[config.mk]
export PLATFORM = sky130hd
export DESIGN_NAME = bcd_tick_counter
export DESIGN_NICKNAME = d
export VERILOG_FILES = /design/src/rtl/bcd_tick_counter.sv
export SDC_FILE = /design/constraint.sdc
export NUM_CORES = 1
export LEC_CHECK = 0
export ABC_AREA = 1
export CORE_MARGIN = 4
export CORE_UTILIZATION = 50
export DETAILED_ROUTE_END_ITERATION = 10
export PLACE_DENSITY = 0.76
export SYNTH_ARGS = -nofsm -noshare
export SYNTH_HDL_FRONTEND = slang
export SYNTH_SLANG_ARGS = --single-unit
[constraint.sdc]
create_clock -name clk_50mhz -period 2.5 [get_ports clk_50mhz]
set_clock_uncertainty 0.05 [all_clocks]
set_input_delay 0.375 -clock clk_50mhz [delete_from_list [all_inputs] [get_ports clk_50mhz]]
set_output_delay 0.375 -clock clk_50mhz [all_outputs]
set_load 0.05 [all_outputs]
[src/rtl/bcd_tick_counter.sv]
// Four-digit BCD up/down counter stepped by rising edges of a synchronised clk_hz,
// with a multiplexed common-anode seven-segment scanner. Define BCD_BLANK_EN for leading-zero blanking.
module bcd_tick_counter #(
  parameter int SCAN_DIV = 50000
) (
  input  logic        clk_50mhz,
  input  logic        rst,
  input  logic        clk_hz,
  input  logic        en,
  input  logic        up,
  input  logic        clr,
  output logic [15:0] bcd,
  output logic        tick,
  output logic        carry,
  output logic [3:0]  an,
  output logic [6:0]  seg
);

  localparam int CW = $clog2(SCAN_DIV);
  localparam logic [CW-1:0] SLOT_LAST = CW'(SCAN_DIV - 1);

  typedef enum logic [1:0] {SCAN0 = 2'd0, SCAN1 = 2'd1, SCAN2 = 2'd2, SCAN3 = 2'd3} scan_state_t;

  logic             s0_r, s1_r, s1_d_r;
  logic             hz_edge_s;
  logic [15:0]      bcd_r, bcd_step_s;
  logic             ripple_s;
  logic             tick_r, carry_r;
  logic [CW-1:0]    slot_cnt_r;
  scan_state_t      state_r, state_nxt_s;
  logic [3:0]       an_r, an_nxt_s;
  logic [6:0]       seg_r, seg_nxt_s;

  function automatic logic [6:0] seg_decode(input logic [3:0] d);
    case (d)
      4'd0:    seg_decode = 7'b1000000;
      4'd1:    seg_decode = 7'b1111001;
      4'd2:    seg_decode = 7'b0100100;
      4'd3:    seg_decode = 7'b0110000;
      4'd4:    seg_decode = 7'b0011001;
      4'd5:    seg_decode = 7'b0010010;
      4'd6:    seg_decode = 7'b0000010;
      4'd7:    seg_decode = 7'b1111000;
      4'd8:    seg_decode = 7'b0000000;
      4'd9:    seg_decode = 7'b0010000;
      default: seg_decode = 7'b1111111;
    endcase
  endfunction

  function automatic logic [3:0] digit_sel(input logic [15:0] v, input logic [1:0] k);
    case (k)
      2'd0:    digit_sel = v[3:0];
      2'd1:    digit_sel = v[7:4];
      2'd2:    digit_sel = v[11:8];
      2'd3:    digit_sel = v[15:12];
      default: digit_sel = 4'd0;
    endcase
  endfunction

  // True when digit k and every higher digit are zero; the ones digit never qualifies.
  function automatic logic lead_zero(input logic [15:0] v, input logic [1:0] k);
    case (k)
      2'd3:    lead_zero = (v[15:12] == 4'd0);
      2'd2:    lead_zero = (v[15:8] == 8'd0);
      2'd1:    lead_zero = (v[15:4] == 12'd0);
      default: lead_zero = 1'b0;
    endcase
  endfunction

  // clk_hz synchroniser and delay stage for rising-edge detection
  always_ff @(posedge clk_50mhz or negedge rst) begin
    if (!rst) begin
      s0_r   <= 1'b0;
      s1_r   <= 1'b0;
      s1_d_r <= 1'b0;
    end else begin
      s0_r   <= clk_hz;
      s1_r   <= s0_r;
      s1_d_r <= s1_r;
    end
  end

  assign hz_edge_s = s1_r & ~s1_d_r;

  // Ripple BCD step; ripple_s left set after the top digit means wrap-around
  always_comb begin
    bcd_step_s = bcd_r;
    ripple_s   = 1'b1;
    for (int i = 0; i < 4; i++) begin
      if (ripple_s) begin
        if (up) begin
          if (bcd_r[4*i +: 4] == 4'd9) begin
            bcd_step_s[4*i +: 4] = 4'd0;
            ripple_s             = 1'b1;
          end else begin
            bcd_step_s[4*i +: 4] = bcd_r[4*i +: 4] + 4'd1;
            ripple_s             = 1'b0;
          end
        end else begin
          if (bcd_r[4*i +: 4] == 4'd0) begin
            bcd_step_s[4*i +: 4] = 4'd9;
            ripple_s             = 1'b1;
          end else begin
            bcd_step_s[4*i +: 4] = bcd_r[4*i +: 4] - 4'd1;
            ripple_s             = 1'b0;
          end
        end
      end else begin
        ripple_s = 1'b0;
      end
    end
  end

  // Count register with clear priority over a coincident edge
  always_ff @(posedge clk_50mhz or negedge rst) begin
    if (!rst) begin
      bcd_r   <= 16'h0000;
      tick_r  <= 1'b0;
      carry_r <= 1'b0;
    end else if (clr) begin
      bcd_r   <= 16'h0000;
      tick_r  <= 1'b0;
      carry_r <= 1'b0;
    end else if (hz_edge_s && en) begin
      bcd_r   <= bcd_step_s;
      tick_r  <= 1'b1;
      carry_r <= ripple_s;
    end else begin
      tick_r  <= 1'b0;
      carry_r <= 1'b0;
    end
  end

  // Scan next state plus the digit-select and segment pattern for that state
  always_comb begin
    state_nxt_s = state_r;
    if (slot_cnt_r == SLOT_LAST) begin
      case (state_r)
        SCAN0:   state_nxt_s = SCAN1;
        SCAN1:   state_nxt_s = SCAN2;
        SCAN2:   state_nxt_s = SCAN3;
        SCAN3:   state_nxt_s = SCAN0;
        default: state_nxt_s = SCAN0;
      endcase
    end else begin
      state_nxt_s = state_r;
    end
    case (state_nxt_s)
      SCAN0:   an_nxt_s = 4'b1110;
      SCAN1:   an_nxt_s = 4'b1101;
      SCAN2:   an_nxt_s = 4'b1011;
      SCAN3:   an_nxt_s = 4'b0111;
      default: an_nxt_s = 4'b1110;
    endcase
`ifdef BCD_BLANK_EN
    if (lead_zero(bcd_r, state_nxt_s)) begin
      seg_nxt_s = 7'b1111111;
    end else begin
      seg_nxt_s = seg_decode(digit_sel(bcd_r, state_nxt_s));
    end
`else
    seg_nxt_s = seg_decode(digit_sel(bcd_r, state_nxt_s));
`endif
  end

  // Slot counter, scan state and registered display outputs
  always_ff @(posedge clk_50mhz or negedge rst) begin
    if (!rst) begin
      slot_cnt_r <= '0;
      state_r    <= SCAN0;
      an_r       <= 4'b1110;
      seg_r      <= 7'b1000000;
    end else begin
      if (slot_cnt_r == SLOT_LAST) begin
        slot_cnt_r <= '0;
      end else begin
        slot_cnt_r <= slot_cnt_r + {{(CW-1){1'b0}}, 1'b1};
      end
      state_r <= state_nxt_s;
      an_r    <= an_nxt_s;
      seg_r   <= seg_nxt_s;
    end
  end

  assign bcd   = bcd_r;
  assign tick  = tick_r;
  assign carry = carry_r;
  assign an    = an_r;
  assign seg   = seg_r;

endmodule

==> run metrics, run 1 <==
Core Util, Final=62.4%; first-iteration detailed-routing DRC count=94; leakage=1.78 nW; VDD IR-drop max=0.000273 V; status=finished, final reports clean; reg-to-reg critical path startpoint=slot_cnt_r[0]$_DFF_PN0_; Top FF cell, synth=dfrtp_1; minimum clock period=2310 ps; number of global-route vias before repair=2843; post-synth net total=422; number of fill cells=538; share of layout cells above drive strength 1=13.8%; sequential element share of the synthesized area=40.0%; Core Region=6030 um2; Fmax=433 MHz; Post-CTS Setup Bufs=0; gpl congestion=0.895; die footprint=7620 um2; clock latency at the later pin of the worst-skew pair=300 ps; Total Wirelength=6770 um; Overall Power=1.73 mW; gr usage total=20.1%; worst hold path type=in -> async; Synth area leader=dfrtp_1; Slew Viols, Final=0; Die Ht=87.3 um; Final #Nets=464; Rel. slew slack=58.7%; initial antenna violation count=0; vias post-DR=2786; final-report setup violation count=0; grt total ovfl=0; Worst EP required=2640 ps; crit path from=slot_cnt_r[0]$_DFF_PN0_; residual DRC count=0; CTS Buf Count=5; Reg clk slew, reported paths=100 ps; Mapped Area=3140 um2; H-tree lvl count=2; Port Buf Inserts=34; CTS max path bufs=2; post-route setup TNS=0 ps; final hold slack=21.5 ps; R2R Path End=seg[3]$_DFF_PN0_; CTS tree=yes; crit path max fanout=8; DP Wirelength=5180 um; antenna fix cells=0; largest net degree at the start of global routing=27; Syn Area/Cell=7.90 um2; critical path class=reg -> reg; Initial Util=52.2%; R2R depth=15; Critical Path End Type=flip-flop; final hold violation count=0; number of synthesized register bits=50; final clock period utilization by the worst path=92.4%; Worst-Margin Slew=620 ps; max-cap violation count=0; R2R setup slack=190 ps; Layout area overhead=19.7%; Synth Instances=398; fraction of registers with async set/reset=100%; CP Launch Type=flip-flop; Placed Area=3610 um2; Setup crit end=seg[3]$_DFF_PN0_; Synth warnings=0; Critical Path AT=2450 ps; first-pass GRT wire length=12500 um; num ports=35; row count=28; antenna-violating nets left=0; Initial DRT Pass Iterations=5; synth unique cells=40; post-synth top area share=36.6%; EDFF count, synth=0; top cells by area, synth=dfrtp_1 37%, nand2_1 9.4%, ha_1 7.2%; Design Area, Final=3760 um2; clk sinks=50; Root Driver=clkbuf_8; Die Wd=87.3 um; routed len/inst=13.1 um; vias per std cell=5.40; power density over the cells=460 nW/um2
## cell usage after synthesis, types with 2 or more instances
cell       number
o21ai_0        22
o22ai_1         6
o31ai_1         3
inv_2           5
dfstp_2         4
nand2_2         9
nand3_2         3
nor2_2          5
dfrtp_1        46
nor2_4          4
ha_1           18
clkbuf_1        5
nand4_1         6
nor2_1         36
inv_1          54
a21oi_1        12
nand2_4         7
xor2_1          4
xnor2_1         2
nor3_1         10
nand3_1        31
nor4_1          2
o211ai_1        4
clkinv_1        2
o2111ai_1       3
o21ai_2         2
nand2_1        79
nand3b_1        2
## state kept, by name, summed over array words and instances, names as in the netlist
signal / count
tick: 1
state_r: 2
s1_d_r: 1
seg: 7
s1_r: 1
s0_r: 1
carry: 1
bcd: 16
slot_cnt_r: 16
an: 4
## stage by stage
step	std cells	setup WS, ps
3_5_place_dp	508	144
4_1_cts	516	108
5_1_grt	516	-3.06
3_3_place_gp	508	239
2_1_floorplan	398	335
6_report	516	190
## worst min-delay path by stage
stage                               from                       to  slack [ps]  cells after the start
final                                rst  slot_cnt_r[7]$_DFF_PN0_          20                      1
after global routing                 rst  slot_cnt_r[7]$_DFF_PN0_          60                      1
after CTS                            rst  slot_cnt_r[7]$_DFF_PN0_          30                      1
after detailed placement  s0_r$_DFF_PN0_           s1_r$_DFF_PN0_         290                      0
after global placement    s0_r$_DFF_PN0_           s1_r$_DFF_PN0_         280                      0
after floorplan                      rst          an[0]$_DFF_PN0_          30                      0
## kinds of logic after synthesis
| logic type | after synthesis | synth area share [%] |
|---|---|---|
| adder cells (fa/ha/maj) | 18 | 7.16 |
| AND/OR/NAND/NOR | 197 | 31.3 |
| buffers and inverters | 68 | 8.24 |
| flip-flops | 50 | 40.0 |
| AO/OA/AOI/OAI | 59 | 11.7 |
| XOR/XNOR | 6 | 1.67 |
## report_power, final
part / internal, mW / switching (mW) / total [mW]
registers: 0.832 / 0.0276 / 0.859
clock network: 0.299 / 0.274 / 0.573
logic: 0.101 / 0.197 / 0.298
total: 1.23 / 0.498 / 1.73
## worst max-delay path, stage by stage, from the launching register on
cell	delay (ps)
dfrtp_1	430
ha_4	180
nand3_4	110
nor2_4	150
nand2_4	100
nand2_2	90
nand2_4	90
nor2_2	160
nand2_1	90
nand4_2	110
inv_2	60
ha_1	320
nand2_1	90
nand2_1	60
nand2_1	60
nand2_1	40
## final cells by class
type	instances	area (um2)	area share, %
clock buffer	6	72.6	1.93
clock inverter	2	37.5	0.998
inverter	62	235	6.25
multi-input combinational	280	1670	44.3
sequential	50	1260	33.4
tap	75	93.8	2.49
timing repair buffer	41	400	10.6
## routing by layer
metal  track usage, %  wire length, um  up-vias
met3             3.31              337       15
li1                 -                -     1384
met5                0                0        -
met4             6.83              134        0
met1             26.0             3010     1297
met2             33.8             3290       90
## layout by cell type (no fill, tap or decap), types with 2 or more instances in the layout
| cell | count |
|---|---|
| nand2_1 | 79 |
| inv_1 | 54 |
| dfrtp_1 | 46 |
| nor2_1 | 35 |
| clkdlybuf4s50_1 | 33 |
| nand3_1 | 31 |
| o21ai_0 | 22 |
| ha_1 | 17 |
| a21oi_1 | 12 |
| nand2_2 | 9 |
| nor3_1 | 9 |
| nand2_4 | 7 |
| nor2_4 | 6 |
| nand4_1 | 6 |
| o22ai_1 | 6 |
| buf_4 | 6 |
| inv_2 | 5 |
| clkbuf_8 | 5 |
| nor2_2 | 4 |
| o211ai_1 | 4 |
| xor2_1 | 4 |
| dfstp_2 | 4 |
| o31ai_1 | 3 |
| o2111ai_1 | 3 |
| clkinv_1 | 2 |
| nand3_2 | 2 |
| nand3b_1 | 2 |
| o21ai_2 | 2 |
| nor4_1 | 2 |
| xnor2_1 | 2 |
## timing repair
action / CTS / global route
hold buffers: 0 / 0
resized for setup: 0 / 7
endpoints found under the setup margin: 0 / 4
Note: power is estimated with default switching activity, not from simulation.
==> inputs of run 2 (changes only) <==
Settings changed: SKIP_CTS_REPAIR_TIMING set to 1.
==> results of run 2 <==
Final layout, timing and power as in run 1 (identical DEF).
